## config.mk

```make
export PLATFORM = sky130hd
export DESIGN_NAME = mem_req_arbiter
export DESIGN_NICKNAME = d
export VERILOG_FILES = /design/src/rtl/mem_req_arbiter.sv
export SDC_FILE = /design/constraint.sdc
export NUM_CORES = 1
export LEC_CHECK = 0
export CAP_MARGIN = 20
export CORE_AREA = 3 3 136 138
export CTS_CLUSTER_DIAMETER = 80
export CTS_CLUSTER_SIZE = 12
export DETAILED_ROUTE_END_ITERATION = 10
export DIE_AREA = 0 0 139 141
export PLACE_DENSITY = 0.57
export SYNTH_ARGS = -nofsm -noshare
export SYNTH_HDL_FRONTEND = slang
export SYNTH_SLANG_ARGS = --single-unit
```

## constraint.sdc

```tcl
create_clock -name clk_i -period 6.45 [get_ports clk_i]
set_clock_uncertainty 0.1 [all_clocks]
set_input_delay 0.9675 -clock clk_i [delete_from_list [all_inputs] [get_ports clk_i]]
set_output_delay 0.9675 -clock clk_i [all_outputs]
set_load 0.03 [all_outputs]
```

## src/rtl/mem_req_arbiter.sv

```systemverilog
// Round-robin read-request arbiter with per-port outstanding tracking and ID-routed responses.
// Optional perf counters enabled by defining MEM_REQ_ARBITER_PERF_EN.
module mem_req_arbiter #(
    parameter int NR_PORTS        = 2,
    parameter int TID_WIDTH       = 4,
    parameter int ADDR_WIDTH      = 64,
    parameter int DATA_WIDTH      = 64,
    parameter int MAX_OUTSTANDING = 7,
    localparam int IDX_W          = $clog2(NR_PORTS),
    localparam int LTID_W         = TID_WIDTH - IDX_W
) (
    input  logic                           clk_i,
    input  logic                           rst_ni,
    input  logic [NR_PORTS-1:0]            req_valid_i,
    output logic [NR_PORTS-1:0]            req_ready_o,
    input  logic [NR_PORTS*ADDR_WIDTH-1:0] req_addr_i,
    input  logic [NR_PORTS*LTID_W-1:0]     req_tid_i,
    output logic                           mem_req_valid_o,
    input  logic                           mem_req_ready_i,
    output logic [ADDR_WIDTH-1:0]          mem_req_addr_o,
    output logic [TID_WIDTH-1:0]           mem_req_tid_o,
    input  logic                           mem_rsp_valid_i,
    input  logic                           mem_rsp_last_i,
    input  logic [TID_WIDTH-1:0]           mem_rsp_tid_i,
    input  logic [DATA_WIDTH-1:0]          mem_rsp_data_i,
    output logic [NR_PORTS-1:0]            rsp_valid_o,
    output logic                           rsp_last_o,
    output logic [LTID_W-1:0]              rsp_tid_o,
    output logic [DATA_WIDTH-1:0]          rsp_data_o,
    output logic                           err_o
`ifdef MEM_REQ_ARBITER_PERF_EN
    ,
    output logic [31:0]                    perf_stall_cnt_o,
    output logic [NR_PORTS-1:0]            perf_full_o
`endif
);
    localparam int CNT_W = $clog2(MAX_OUTSTANDING + 1);

    typedef enum logic {S_IDLE, S_VALID} state_e;

    state_e                state_q;
    logic [IDX_W-1:0]      ptr_q;
    logic [ADDR_WIDTH-1:0] addr_q;
    logic [TID_WIDTH-1:0]  tid_q;
    logic [CNT_W-1:0]      cnt_q [NR_PORTS];
    logic [CNT_W-1:0]      cnt_d [NR_PORTS];
    logic                  err_q, err_d;

    logic [NR_PORTS-1:0]   elig, inc_v, dec_v;
    logic [IDX_W-1:0]      scan_idx, gnt_idx, rsp_idx;
    logic                  found, can_issue, gnt, rsp_dec;

    always_comb begin
        for (int p = 0; p < NR_PORTS; p++) begin
            elig[p] = req_valid_i[p] && (cnt_q[p] < CNT_W'(MAX_OUTSTANDING));
        end
    end

    // The output register may be refilled when empty or draining this cycle.
    assign can_issue = (state_q == S_IDLE) || mem_req_ready_i;

    always_comb begin
        found    = 1'b0;
        gnt_idx  = '0;
        scan_idx = '0;
        for (int i = 0; i < NR_PORTS; i++) begin
            scan_idx = ptr_q + IDX_W'(i);
            if (!found && elig[scan_idx]) begin
                found   = 1'b1;
                gnt_idx = scan_idx;
            end
        end
    end

    assign gnt = found && can_issue;

    always_comb begin
        req_ready_o = '0;
        if (gnt) req_ready_o[gnt_idx] = 1'b1;
    end

    assign rsp_idx = mem_rsp_tid_i[TID_WIDTH-1 -: IDX_W];
    assign rsp_dec = mem_rsp_valid_i && mem_rsp_last_i;

    always_comb begin
        rsp_valid_o          = '0;
        rsp_valid_o[rsp_idx] = mem_rsp_valid_i;
    end

    assign rsp_last_o = mem_rsp_last_i;
    assign rsp_tid_o  = mem_rsp_tid_i[LTID_W-1:0];
    assign rsp_data_o = mem_rsp_data_i;

    always_comb begin
        inc_v = '0;
        dec_v = '0;
        if (gnt) inc_v[gnt_idx] = 1'b1;
        if (rsp_dec) dec_v[rsp_idx] = 1'b1;
    end

    // A last beat to an idle port flags an error instead of underflowing.
    always_comb begin
        err_d = err_q;
        for (int p = 0; p < NR_PORTS; p++) begin
            cnt_d[p] = cnt_q[p];
            if (dec_v[p] && cnt_q[p] == '0) err_d = 1'b1;
            if (inc_v[p] && !(dec_v[p] && cnt_q[p] != '0)) begin
                cnt_d[p] = cnt_q[p] + CNT_W'(1);
            end else if (!inc_v[p] && dec_v[p] && cnt_q[p] != '0) begin
                cnt_d[p] = cnt_q[p] - CNT_W'(1);
            end
        end
    end

    always_ff @(posedge clk_i or negedge rst_ni) begin
        if (!rst_ni) begin
            err_q <= 1'b0;
            for (int p = 0; p < NR_PORTS; p++) cnt_q[p] <= '0;
        end else begin
            err_q <= err_d;
            for (int p = 0; p < NR_PORTS; p++) cnt_q[p] <= cnt_d[p];
        end
    end

    always_ff @(posedge clk_i or negedge rst_ni) begin
        if (!rst_ni) begin
            state_q <= S_IDLE;
            ptr_q   <= '0;
            addr_q  <= '0;
            tid_q   <= '0;
        end else if (gnt) begin
            state_q <= S_VALID;
            ptr_q   <= gnt_idx + IDX_W'(1);
            addr_q  <= req_addr_i[gnt_idx*ADDR_WIDTH +: ADDR_WIDTH];
            tid_q   <= {gnt_idx, req_tid_i[gnt_idx*LTID_W +: LTID_W]};
        end else if (can_issue) begin
            state_q <= S_IDLE;
        end
    end

    assign mem_req_valid_o = (state_q == S_VALID);
    assign mem_req_addr_o  = addr_q;
    assign mem_req_tid_o   = tid_q;
    assign err_o           = err_q;

`ifdef MEM_REQ_ARBITER_PERF_EN
    logic [31:0] stall_q;

    always_ff @(posedge clk_i or negedge rst_ni) begin
        if (!rst_ni) begin
            stall_q <= '0;
        end else if (mem_req_valid_o && !mem_req_ready_i && stall_q != '1) begin
            stall_q <= stall_q + 32'd1;
        end
    end

    always_comb begin
        for (int p = 0; p < NR_PORTS; p++) begin
            perf_full_o[p] = (cnt_q[p] == CNT_W'(MAX_OUTSTANDING));
        end
    end

    assign perf_stall_cnt_o = stall_q;
`endif

endmodule

```

# ---- Yosys cells after proc, flatten, opt, wreduce, memory -nomap -nowiden
# Index checks and enable logic that the tools add are counted.
dict set report totals {
  regBits 77
  input_bits 209
  out_inout_bits 142
  wordCells 79
}
dict set report op_classes {
  add_sub_neg 6
  mul 1
  n_lt_le_gt_ge 8
  n_shift 2
  n_mux 22
  bitwise 2
  reduce_logical 31
}
# operator n
set op_table {}
lappend op_table {{128-bit by 8-bit indexed part select with 64-bit output} 1}
lappend op_table {{1-bit logical AND} 17}
lappend op_table {{1-bit two-way mux} 14}
lappend op_table {{3-bit two-way mux} 4}
lappend op_table {{1-bit by 2-bit < comparator with 1-bit output, second input constant} 4}
lappend op_table {{2-bit nonzero test} 4}
lappend op_table {{3-bit by 1-bit adder with 3-bit output, second input constant} 2}
lappend op_table {{3-bit logical NOT} 2}
lappend op_table {{3-bit < comparator, second input constant} 2}
lappend op_table {{3-bit nonzero test} 2}
lappend op_table {{6-bit by 4-bit indexed part select with 3-bit output} 1}
lappend op_table {{3-bit by 1-bit subtractor with 3-bit output, second input constant} 2}
lappend op_table {{1-bit logical NOT} 5}
lappend op_table {{2-bit two-way mux} 2}
lappend op_table {{1-bit by 2-bit multiplier with 3-bit output, second input constant} 1}
lappend op_table {{1-bit adder, second input constant} 2}
lappend op_table {{2-bit AND} 1}
lappend op_table {{1-bit demux with 1-bit select} 2}
lappend op_table {{1-bit >= comparator, second input constant} 2}
lappend op_table {{1-bit logical OR} 1}
lappend op_table {{1-bit NOT} 1}

# ---- Logic depth before layout (Yosys ltp)
# Gate-level depths: netlist of the first run.
dict set report depth {
  word_depth 18
  depth_mapped 10
  ltp_nobuf 8
}

# ---- Worst setup path after synthesis of the first run
# OpenSTA, ideal clock, no wires.
dict set report synth_path {
  path_kind {in2reg}
  from {input port req_valid_i[0]}
  to {register cnt_q[5] (netlist name)}
  setup_time_ns 0.080
  arrival_ns 2.882
  t_required_ns 6.270
  setup_slack_ns 3.388
  stages 8
  n_path_buf 1
  path_cell_list {nand2_1 a311oi_4 clkbuf_1 nand2_1 fa_1 and2_1 mux2i_1 xnor2_1}
}
dict set report synth_via {
  elab_chain_cells 16
  word_cells_on_any_way 24
  cone_classes {order compare: 2; mux: 12; reduce/logical: 10}
}
# element line
set synth_rtl {}
lappend synth_rtl {{from (decl)} 14} ;# input logic [NR_PORTS-1:0] req_valid_i,
lappend synth_rtl {{1-bit logical AND (*)} 55} ;# elig[p] = req_valid_i[p] && (cnt_q[p] < CNT_W'(MAX_OUTSTANDING));
lappend synth_rtl {{1-bit two-way mux (not written as such) (2 in series)} 68} ;# if (!found && elig[scan_idx]) begin
lappend synth_rtl {{1-bit two-way mux} 68}
lappend synth_rtl {{1-bit logical NOT} 68}
lappend synth_rtl {{1-bit logical AND} 68}
lappend synth_rtl {{1-bit two-way mux} 68}
lappend synth_rtl {{1-bit by 2-bit < comparator with 1-bit output or 1-bit >= comparator (tied branches)} n/a}
lappend synth_rtl {{1-bit logical AND} n/a}
lappend synth_rtl {{1-bit two-way mux} n/a}
lappend synth_rtl {{1-bit demux with 1-bit select} n/a}
lappend synth_rtl {{2-bit two-way mux (*)} n/a}
lappend synth_rtl {{named net req_ready_o[0]} 15} ;# output logic [NR_PORTS-1:0] req_ready_o,
lappend synth_rtl {{1-bit logical NOT} 109} ;# end else if (!inc_v[p] && dec_v[p] && cnt_q[p] != '0) begin
lappend synth_rtl {{1-bit logical AND (2 in series)} 109}
lappend synth_rtl {{2-bit nonzero test (no line)} n/a}
lappend synth_rtl {{to (decl)} 45} ;# logic [CNT_W-1:0] cnt_q [NR_PORTS];
# The timed path passes the listed nets; every way through them passes the cells marked *. The select of a mux whose other input is x is not followed.
# A chain may end at the register's enable or synchronous reset.

# ---- Final worst setup path of the first run
dict set report layout_path {
  from {input port mem_req_ready_i}
  to {output port req_ready_o[0]}
}
dict set report layout_via {
  elab_chain_cells 3
}
# element line
set layout_rtl {}
lappend layout_rtl {{from (decl)} 19} ;# input logic mem_req_ready_i,
lappend layout_rtl {{1-bit logical OR} 60} ;# assign can_issue = (state_q == S_IDLE) || mem_req_ready_i;
lappend layout_rtl {{1-bit logical AND} 75} ;# assign gnt = found && can_issue;
lappend layout_rtl {{2-bit two-way mux} 79} ;# if (gnt) req_ready_o[gnt_idx] = 1'b1;
lappend layout_rtl {{to (decl)} 15}
# No other way between the ends.

==> metrics.md, run 1 <==
| Metric | Value |
|---|---|
| Post-CTS Setup Bufs | `0` |
| Num rows | `48` |
| Fillers | `1706` |
| Top delay family on crit path | `buffers and inverters` |
| Total of cells resized after clock tree synthesis | `0` |
| Top-area cell type share of the netlist area | `0.512` |
| Post-route ant nets | `0` |
| Setup violators final | `0` |
| Design Area, Final | `0.00599 sq mm` |
| Layout cell share with drive strength beyond 1 | `0.0515` |
| Final worst-path cycle share | `0.674` |
| Leak | `0.00270 uW` |
| Placed cell count | `694` |
| Worst-path clk slew | `60 ps` |
| Seq cells post-synth | `77` |
| GRT Total Usage | `0.130` |
| Async SR Flop Fraction | `1.00` |
| Global routing usage on met2 | `0.219` |
| Met1 Use GR | `0.143` |
| Root buffer cell | `clkbuf_16` |
| Worst-Skew Late Latency | `330 ps` |
| Initial core utilization | `0.218` |
| FF/Latch Area | `0.00193 sq mm` |
| Crit Path Max Fanout | `72` |
| Final Hold Slack | `385 ps` |
| Post-synth EDFFs | `0` |
| DR iter-0 viols | `298` |
| Multi-input gate area | `990 sq um` |
| Max_cap viols | `0` |
| Pin count of the biggest net entering global routing | `78` |
| Layer with the highest usage | `met2` |
| Yosys top cell by area | `dfrtp_1` |
| Max Root-Sink Buffers | `2` |
| Slowest stage delay, CP | `810 ps` |
| # nets final | `692` |
| PortBufs | `216` |
| H-tree Lvls | `3` |
| Hold buffers post-CTS | `0` |
| Crit path time final | `4350 ps` |
| Non-Filler Instances | `710` |
| Synth Warn # | `0` |
| Ports | `351` |
| Synth cell types | `26` |
| NetSw | `1160 uW` |
| Via/cell ratio | `4.58` |
| Clock Sinks | `77` |
| Setup TNS | `0 ps` |
| Crit path max-delay cell type | `clkdlybuf4s50_1` |
| Vias in the first global route | `3513` |
| CP Class | `in -> out` |
| Fin worst setup slack | `2100 ps` |
| Max-slew headroom | `0.458` |
| Outcome | `complete, no violations` |
| Routability-driven placement congestion ratio | `0.726` |
| Worst min path class | `reg -> reg` |
| Post-Syn Instances | `341` |
| Most instantiated cells after synthesis | `77 x dfrtp_1, 68 x buf_4, 67 x a222oi_1, 67 x inv_1, 19 x clkbuf_1` |
| PD cells | `476 mW/mm^2` |
| Sw frac | `0.407` |
| Number of inserted diodes | `0` |
| First-pass GRT wire length | `19.9 mm` |
| DP Worst Slack | `2070 ps` |
| Syn avg cell area | `11.0 sq um` |
| Vias | `3255` |
| Global routing met3 resource utilization | `0.0421` |
| Hpwl dp | `9.74 mm` |
| Dpl cell area | `0.00564 sq mm` |
| P_int | `1690 uW` |
| Antenna violations before repair | `0` |
| Die height | `141 um` |
| Final WL | `13.2 mm` |
| Worst path cell trace | `clkdlybuf4s50_1, nor2b_1, a311oi_4, buf_4, clkdlybuf4s50_1` |
| Area Growth Syn to Fin | `59.2%` |
| Slew @ Worst Pin | `814 ps` |
| Max-slew violations | `0` |
| Drt pass-1 iters | `8` |
| RSZ-0062 raised after global routing | `false` |
| Die Footprint | `0.0196 sq mm` |
| Worst path required time | `5380 ps` |
| FMAX | `230 MHz` |
| Main synth FF type | `dfrtp_1` |
| Avg WL per Cell | `18.6 um` |
| Critical path data arrival time | `3280 ps` |
| Die Wd | `139 um` |
| Critical Path Source Type | `primary input` |
| CP Buf/Inv Count | `3` |
| Clk pwr share | `0.192` |
| Sequential element share of the synthesized area | `0.512` |
| Final Hold Viols | `0` |
| # DRC | `0` |
| Max IR drop VDD | `0.179 mV` |
| Dominant cells by area after synthesis | `dfrtp_1 51%, a222oi_1 18%, buf_4 14%` |
| Core Region | `0.0173 sq mm` |
| TritonCTS clock tree | `built` |
| Synthesized cell area | `0.00376 sq mm` |
| R2r setup slk | `3610 ps` |
| Syn_nets | `552` |
| Most frequent cell after synthesis | `dfrtp_1` |
| GRT overflow | `0` |
| Most frequent CP cell | `clkdlybuf4s50_1` |
| CTS Buf Count | `9` |
| Crit. End Element | `output pin` |
| Combinational Power Share | `0.502` |
| Reg power frac | `0.306` |
final timing paths:
path / start / end / cells after the start
hold reg to reg: mem_req_addr_o[51]$_DFFE_PN0N_ / mem_req_addr_o[51]$_DFFE_PN0N_ / 2
setup / recovery: mem_req_ready_i / req_ready_o[0] / 5
min in group asynchronous: rst_ni / mem_req_addr_o[60]$_DFFE_PN0N_ / 1
setup reg to reg: cnt_q[3]$_DFFE_PN0P_ / cnt_q[2]$_DFFE_PN0P_ / 9
max in group asynchronous: rst_ni / mem_req_tid_o[3]$_DFFE_PN0N_ / 2
hold / removal: mem_req_addr_o[51]$_DFFE_PN0N_ / mem_req_addr_o[51]$_DFFE_PN0N_ / 2
state kept, by name (all words and copies together) (netlist names):
register	flops
cnt_q	6
err_o	1
mem_req_addr_o	64
mem_req_tid_o	4
mem_req_valid_o	1
ptr_q	1
final cells by class:
type | count | share of cell area
clock buffers | 10 | 0.0399
multi-input cells | 106 | 0.165
clock inverters | 5 | 0.0138
repair buffers | 220 | 0.371
well taps | 225 | 0.0470
inverters | 67 | 0.0420
flip-flops and latches | 77 | 0.322
kinds of logic after synthesis:
family	after synthesis	share of synthesized area
buffers and inverters	158	0.226
DFF	77	0.512
AOI/OAI and AO/OA	73	0.196
and+or+nand+nor	20	0.0276
xor gates and xnor gates	6	0.0140
muxes	5	0.0140
adders and majority gates	2	0.0106
layer usage:
metal	share of wire	wire length (um)
met5	0	0
met4	0.042	548
met3	0.088	1160
met2	0.51	6740
met1	0.36	4750
worst reg2reg max path, cell delays in order, from the launching register on:
cell      delay, ps
dfrtp_1         430
nand3_1         110
nand2_1         180
o2111a_2        260
buf_4           640
nand2_1         160
fa_1            410
and2_1          150
mux2i_1         190
xnor2_1         140
power groups by stage:
stage	registers (uW)	clock network (uW)	logic, uW
3_5_place_dp	869	0	1450
4_1_cts	873	575	1450
5_1_grt	903	595	1520
2_1_floorplan	1270	0	452
6_report	873	547	1430
3_3_place_gp	867	0	1420
through the flow:
step	power [uW]	util
after detailed placement	2310	0.326
final	2850	0.346
after CTS	2890	0.345
after global routing	3020	0.346
after global placement	2290	0.325
after floorplan	1720	-
layout by cell type, fill, tap and decap left out, drive strengths merged:
cell type	synthesis	routed
a21o	3	3
inv	67	69
nor2b	2	2
a311oi	1	1
nor3	2	2
fa	2	2
nand2	5	5
xnor2	4	4
clkdlybuf4s50	0	215
clkinv	0	1
buf	72	5
o21bai	1	1
a222oi	67	67
xor2	2	2
bufinv	0	2
dfrtp	77	77
clkbuf	19	10
mux2	2	2
nor2	2	2
or3b	1	1
or3	1	1
mux2i	3	3
and2	3	3
nand2b	1	1
nand3	3	3
o2111a	1	1
Power figures use the tool's default switching activity.
==> inputs of run 2 (changes only) <==
==> constraint.sdc (replaced) <==
create_clock -name clk_i -period 4.14 [get_ports clk_i]
set_clock_uncertainty 0.1 [all_clocks]
set_input_delay 0.621 -clock clk_i [delete_from_list [all_inputs] [get_ports clk_i]]
set_output_delay 0.621 -clock clk_i [all_outputs]
set_load 0.03 [all_outputs]
==> metrics.md, run 2 (same netlist as run 1, synthesis figures left out) <==
| Metric | Value |
|---|---|
| Die Wd | `139 um (unchanged)` |
| Worst-path clk slew | `60 ps (about the same)` |
| Root buffer cell | `clkbuf_16 (unchanged)` |
| Slew @ Worst Pin | `768 ps (was 814 ps)` |
| Hpwl dp | `9.97 mm (was 9.74 mm)` |
| FMAX | `335 MHz` |
| Pin count of the biggest net entering global routing | `78 (unchanged)` |
| Placed cell count | `695 (was 694)` |
| GRT Total Usage | `0.129 (was 0.130)` |
| Worst-Skew Late Latency | `330 ps (about the same)` |
| Max Root-Sink Buffers | `2 (unchanged)` |
| Total of cells resized after clock tree synthesis | `0 (unchanged)` |
| Clk pwr share | `0.178 (was 0.192)` |
| Drt pass-1 iters | `9 (was 8)` |
| Top delay family on crit path | `buffers and inverters (unchanged)` |
| Post-route ant nets | `0 (unchanged)` |
| Commonest cells after routing, fill and taps aside | `215 x clkdlybuf4s50_1, 77 x dfrtp_1, 67 x a222oi_1, 67 x inv_1, 9 x clkbuf_16 (unchanged)` |
| Hold path start | `err_o$_DFFE_PN0P_ (was mem_req_addr_o[51]$_DFFE_PN0N_)` |
| Core Region | `0.0173 sq mm (unchanged)` |
| Num rows | `48 (unchanged)` |
| Avg WL per Cell | `18.4 um (was 18.6 um)` |
| WHS Path Cells | `1 (was 2)` |
| Crit path max-delay cell type | `buf_4 (was clkdlybuf4s50_1)` |
| CP Buf/Inv Count | `2 (was 3)` |
| Finished Core Util | `0.345 (was 0.346)` |
| Die Footprint | `0.0196 sq mm (unchanged)` |
| CP Class | `in -> reg (was in -> out)` |
| Max-slew violations | `0 (unchanged)` |
| FF-to-FF Start | `cnt_q[0]$_DFFE_PN0P_ (was cnt_q[3]$_DFFE_PN0P_)` |
| CTS Buf Count | `9 (unchanged)` |
| First-pass GRT wire length | `19.9 mm (unchanged)` |
| NetSw | `1800 uW (was 1160 uW)` |
| Non-Filler Instances | `713 (was 710)` |
| DR iter-0 viols | `338 (was 298)` |
| Crit path time final | `2990 ps` |
| # DRC | `0 (unchanged)` |
| Vias | `3216 (was 3255)` |
| TritonCTS clock tree | `built (unchanged)` |
| Max_cap viols | `0 (unchanged)` |
| GRT overflow | `0 (unchanged)` |
| Number of inserted diodes | `0 (unchanged)` |
| Fin worst setup slack | `1150 ps (was 2100 ps)` |
| Worst R2R Path Depth | `8 (was 9)` |
| Setup violators final | `0 (unchanged)` |
| Critical path data arrival time | `3140 ps (was 3280 ps)` |
| # nets final | `694 (was 692)` |
| Hold path endpoint | `err_o$_DFFE_PN0P_ (was mem_req_addr_o[51]$_DFFE_PN0N_)` |
| RSZ-0062 raised after global routing | `false (unchanged)` |
| Final WL | `13.1 mm (was 13.2 mm)` |
| PD cells | `730 mW/mm^2 (was 476 mW/mm^2)` |
| Crit. End Element | `flop (was output pin)` |
| Antenna violations before repair | `0 (unchanged)` |
| Worst min path class | `reg -> reg (unchanged)` |
| Max FFs per register | `64 (unchanged)` |
| Critical Path Source Type | `primary input (unchanged)` |
| P_int | `2550 uW (was 1690 uW)` |
| Initial core utilization | `0.218 (unchanged)` |
| Max IR drop VDD | `0.324 mV (was 0.179 mV)` |
| R2r setup slk | `1270 ps (was 3610 ps)` |
| Final worst-path cycle share | `0.721` |
| Vias in the first global route | `3542 (was 3513)` |
| Setup TNS | `0 ps (unchanged)` |
| Commonest non-fill, non-tap cell in the layout | `clkdlybuf4s50_1 (unchanged)` |
| H-tree Lvls | `3 (unchanged)` |
| Crit Path Max Fanout | `71 (was 72)` |
| Clock Sinks | `77 (unchanged)` |
| Leak | `0.00269 uW (was 0.00270 uW)` |
| Via/cell ratio | `4.51 (was 4.58)` |
| DP Worst Slack | `827 ps (was 2070 ps)` |
| Die height | `141 um (unchanged)` |
| Combinational Power Share | `0.509 (was 0.502)` |
| Routability-driven placement congestion ratio | `0.706 (was 0.726)` |
| Endpoint of the worst register-to-register path | `cnt_q[5]$_DFFE_PN0P_ (was cnt_q[2]$_DFFE_PN0P_)` |
| PortBufs | `216 (unchanged)` |
| Ports | `351 (unchanged)` |
| Power Total | `4360 uW (was 2850 uW)` |
| Reg power frac | `0.313 (was 0.306)` |
| Slowest stage delay, CP | `660 ps (was 810 ps)` |
| Max-slew headroom | `0.488 (was 0.458)` |
| Sw frac | `0.414 (was 0.407)` |
| Layout cell share with drive strength beyond 1 | `0.0533 (was 0.0515)` |
| Outcome | `complete, no violations (unchanged)` |
| Area Growth Syn to Fin | `58.6% (was 59.2%)` |
| Final Hold Viols | `0 (unchanged)` |
| Worst path required time | `4300 ps (was 5380 ps)` |
| Worst path cell trace | `clkdlybuf4s50_1, nor2b_1, a311oi_4, buf_4, nand2_1, fa_1, and2_1, mux2i_1, xnor2_1 (was clkdlybuf4s50_1, nor2b_1, a311oi_4, buf_4, clkdlybuf4s50_1)` |
[run 2: cell count changes in the layout (fill, tap and decap cells not counted)]
cell,change
clkinvlp_4,+2
buf_4,+2
bufinv_16,-1
clkbuf_8,-1
clkinv_2,+1
clkbuf_1,+1
clkinv_4,+1
inv_6,-2
buf_12,-1
dlygate4sd3_1,+1
[run 2: worst max-delay path by stage]
stage          cells past startpoint              endpoint                   startpoint
3_5_place_dp                       9  cnt_q[5]$_DFFE_PN0P_              mem_req_ready_i
3_3_place_gp                       9  cnt_q[5]$_DFFE_PN0P_              mem_req_ready_i
5_1_grt                            9  cnt_q[5]$_DFFE_PN0P_              mem_req_ready_i
4_1_cts                            9  cnt_q[5]$_DFFE_PN0P_              mem_req_ready_i
2_1_floorplan                      8  cnt_q[5]$_DFFE_PN0P_  mem_req_valid_o$_DFFE_PN0P_
6_report                           9  cnt_q[5]$_DFFE_PN0P_              mem_req_ready_i
[run 2: layout make-up]
type,count,area [sq um]
tap,225,282
inverter,67,251
timing repair buffer,222,2230
clock buffer,10,229
clock inverter,6,63.8
sequential,77,1930
fill,1713,11300
multi-input combinational,106,990
[run 2: through the flow]
step | instance area (sq um) | hold WS (ps)
3_5_place_dp | 5640 | 368
6_report | 5970 | 378
5_1_grt | 5970 | 414
4_1_cts | 5930 | 384
2_1_floorplan | 3760 | 225
3_3_place_gp | 5640 | 361
[run 2: timing repair]
| item | in CTS | in global routing |
|---|---|---|
| buffers inserted | 0 | 0 |
| hold buffers | 0 | 1 |
| hold endpoints to repair | 0 | 6 |
[run 2: power groups by stage]
stage / sequential, uW / combinational [uW] / clock (uW)
after floorplan: 1980 / 704 / 0
after global placement: 1350 / 2220 / 0
after detailed placement: 1360 / 2240 / 0
after CTS: 1370 / 2240 / 818
after global routing: 1420 / 2370 / 851
final: 1370 / 2220 / 776
[run 2: per-layer routing]
metal / vias to the layer above / wire, um / track usage
met4: 0 / 349 / 0.0587
li1: 1449 / - / -
met2: 213 / 7000 / 0.230
met5: - / 0 / 0.00501
met3: 27 / 1210 / 0.0451
met1: 1527 / 4540 / 0.137
==> inputs of run 3 (changes only) <==
==> constraint.sdc (replaced) <==
create_clock -name clk_i -period 3.02 [get_ports clk_i]
set_clock_uncertainty 0.1 [all_clocks]
set_input_delay 0.453 -clock clk_i [delete_from_list [all_inputs] [get_ports clk_i]]
set_output_delay 0.453 -clock clk_i [all_outputs]
set_load 0.03 [all_outputs]
==> metrics.md, run 3 (same netlist as run 1, synthesis figures left out) <==
| Metric | Value |
|---|---|
| Outcome | `finished with violations (was complete, no violations)` |
| Failing checks | `negative hold slack` |
| Post-route ant nets | `0 (unchanged)` |
| H-tree Lvls | `3 (unchanged)` |
| # nets final | `694 (unchanged)` |
| Max-slew violations | `0 (unchanged)` |
| Worst-path clk slew | `60 ps (about the same)` |
| # DRC | `0 (unchanged)` |
| PD cells | `1020 mW/mm^2 (was 730 mW/mm^2)` |
| CP Buf/Inv Count | `2 (unchanged)` |
| CP Class | `reg -> out (was in -> reg)` |
| Layout cell share with drive strength beyond 1 | `0.0575 (was 0.0533)` |
| Max Root-Sink Buffers | `2 (unchanged)` |
| Hold buffers post-CTS | `0 (unchanged)` |
| Via/cell ratio | `4.61 (was 4.51)` |
| Antenna violations before repair | `0 (unchanged)` |
| RSZ-0062 raised after global routing | `false (unchanged)` |
| Total of cells resized after clock tree synthesis | `0 (unchanged)` |
| Worst path required time | `2470 ps (was 4300 ps)` |
| Crit. End Element | `output pin (was flop)` |
| Root buffer cell | `clkbuf_16 (unchanged)` |
| Vias | `3281 (was 3216)` |
| Final Hold Viols | `1 (was 0)` |
| Vias in the first global route | `3515 (was 3542)` |
| P_int | `3600 uW (was 2550 uW)` |
| Fillers | `1697 (was 1713)` |
| Area Growth Syn to Fin | `59.1% (was 58.6%)` |
| GRT overflow | `0 (unchanged)` |
| Reg power frac | `0.305 (was 0.313)` |
| PortBufs | `216 (unchanged)` |
| Worst min path class | `in -> async (was reg -> reg)` |
| Crit path time final | `2520 ps` |
| Setup violators final | `0 (unchanged)` |
| GRT Total Usage | `0.133 (was 0.129)` |
| Critical path data arrival time | `1970 ps (was 3140 ps)` |
| Die Footprint | `0.0196 sq mm (unchanged)` |
| Routability-driven placement congestion ratio | `0.740 (was 0.706)` |
| Die height | `141 um (unchanged)` |
| Final worst-path cycle share | `0.834` |
| Initial core utilization | `0.218 (unchanged)` |
| Number of inserted diodes | `0 (unchanged)` |
| Crit Path Max Fanout | `31 (was 71)` |
| Pin count of the biggest net entering global routing | `78 (unchanged)` |
| Most frequent CP cell | `buf_4` |
| Slowest stage delay, CP | `420 ps (was 660 ps)` |
| Num rows | `48 (unchanged)` |
| Finished Core Util | `0.346 (was 0.345)` |
| Commonest non-fill, non-tap cell in the layout | `clkdlybuf4s50_1 (unchanged)` |
| Critical Path Source Type | `flop (was primary input)` |
| Clock Sinks | `77 (unchanged)` |
| DR iter-0 viols | `349 (was 338)` |
| Max IR drop VDD | `0.421 mV (was 0.324 mV)` |
| Setup TNS | `0 ps (unchanged)` |
| Slew @ Worst Pin | `654 ps (was 768 ps)` |
| Hpwl dp | `10.2 mm (was 9.97 mm)` |
| Worst-Skew Late Latency | `330 ps (about the same)` |
| Max FFs per register | `64 (unchanged)` |
| Ports | `351 (unchanged)` |
| First-pass GRT wire length | `20.4 mm (was 19.9 mm)` |
| Clk pwr share | `0.190 (was 0.178)` |
| Worst path cell trace | `nand3_1, a311oi_4, buf_4, buf_4 (was clkdlybuf4s50_1, nor2b_1, a311oi_4, buf_4, nand2_1, fa_1, and2_1, mux2i_1, xnor2_1)` |
| Post-CTS Setup Bufs | `0 (unchanged)` |
| Sw frac | `0.410 (was 0.414)` |
| Max-slew headroom | `0.564 (was 0.488)` |
| Final Hold Slack | `-0.606 ps (was 378 ps)` |
| Top delay family on crit path | `buffers and inverters (unchanged)` |
| Final WL | `13.7 mm (was 13.1 mm)` |
| Commonest cells after routing, fill and taps aside | `213 x clkdlybuf4s50_1, 77 x dfrtp_1, 67 x a222oi_1, 67 x inv_1, 9 x clkbuf_16 (was 215 x clkdlybuf4s50_1, 77 x dfrtp_1, 67 x a222oi_1, 67 x inv_1, 9 x clkbuf_16)` |
| Die Wd | `139 um (unchanged)` |
| FMAX | `397 MHz` |
| Combinational Power Share | `0.504 (was 0.509)` |
| Drt pass-1 iters | `9 (unchanged)` |
| Max_cap viols | `0 (unchanged)` |
| CTS Buf Count | `9 (unchanged)` |
| Core Region | `0.0173 sq mm (unchanged)` |
| NetSw | `2490 uW (was 1800 uW)` |
| Crit path max-delay cell type | `dfrtp_1 (was buf_4)` |
| TritonCTS clock tree | `built (unchanged)` |
| Avg WL per Cell | `19.2 um (was 18.4 um)` |
| Leak | `0.00270 uW (was 0.00269 uW)` |
[run 3: cell type report]
type	instances	area (sq um)	area share
inverters	67	251	0.0420
well taps	225	282	0.0470
clock buffers	10	229	0.0382
clock inverters	5	85.1	0.0142
repair buffers	222	2220	0.371
flip-flops and latches	77	1930	0.322
multi-input cells	106	990	0.165
[run 3: power by group through the flow]
| stage | clock network, uW | registers (uW) | logic (uW) |
|---|---|---|---|
| floorplan | 0 | 2720 | 965 |
| global placement | 0 | 1840 | 3060 |
| detailed placement | 0 | 1850 | 3110 |
| CTS | 1210 | 1860 | 3110 |
| global route | 1250 | 1930 | 3270 |
| finish | 1160 | 1860 | 3070 |
[run 3: metrics by stage]
step	setup slack, ps	cell area [sq um]	power [uW]	std cells
after floorplan	293	3760	3680	341
after global placement	448	5650	4900	696
after detailed placement	341	5650	4960	696
after CTS	403	5970	6180	711
after global routing	302	5990	6440	712
final	500	5990	6090	712
[run 3: worst register-to-register path, delay by kind of cell, from the launching register on]
family | cells | cell delay [ps]
compound gates | 2 | 560
flops | 1 | 420
simple gates | 1 | 220
buf+inv | 3 | 1020
[run 3: metal layers]
| layer | part of all wire | routed length, um | track usage | up-vias |
|---|---|---|---|---|
| met1 | 0.36 | 4930 | 0.145 | 1584 |
| met3 | 0.096 | 1310 | 0.0499 | 29 |
| met4 | 0.033 | 450 | 0.0561 | 0 |
| li1 | - | - | - | 1452 |
| met2 | 0.51 | 6960 | 0.233 | 216 |
| met5 | 0 | 0 | 0.00501 | - |
[run 3: final timing paths]
check / startpoint / end / slack, ps / cells past startpoint
max: cnt_q[0]$_DFFE_PN0P_ / req_ready_o[0] / 500 / 4
min: rst_ni / mem_req_addr_o[54]$_DFFE_PN0N_ / -0.6 / 1
max reg2reg: cnt_q[0]$_DFFE_PN0P_ / mem_req_addr_o[47]$_DFFE_PN0N_ / 660 / 6
min reg2reg: err_o$_DFFE_PN0P_ / err_o$_DFFE_PN0P_ / 380 / 1
max in group asynchronous: rst_ni / mem_req_addr_o[25]$_DFFE_PN0N_ / 2210 / 2
min in group clk_i: err_o$_DFFE_PN0P_ / err_o$_DFFE_PN0P_ / 380 / 1
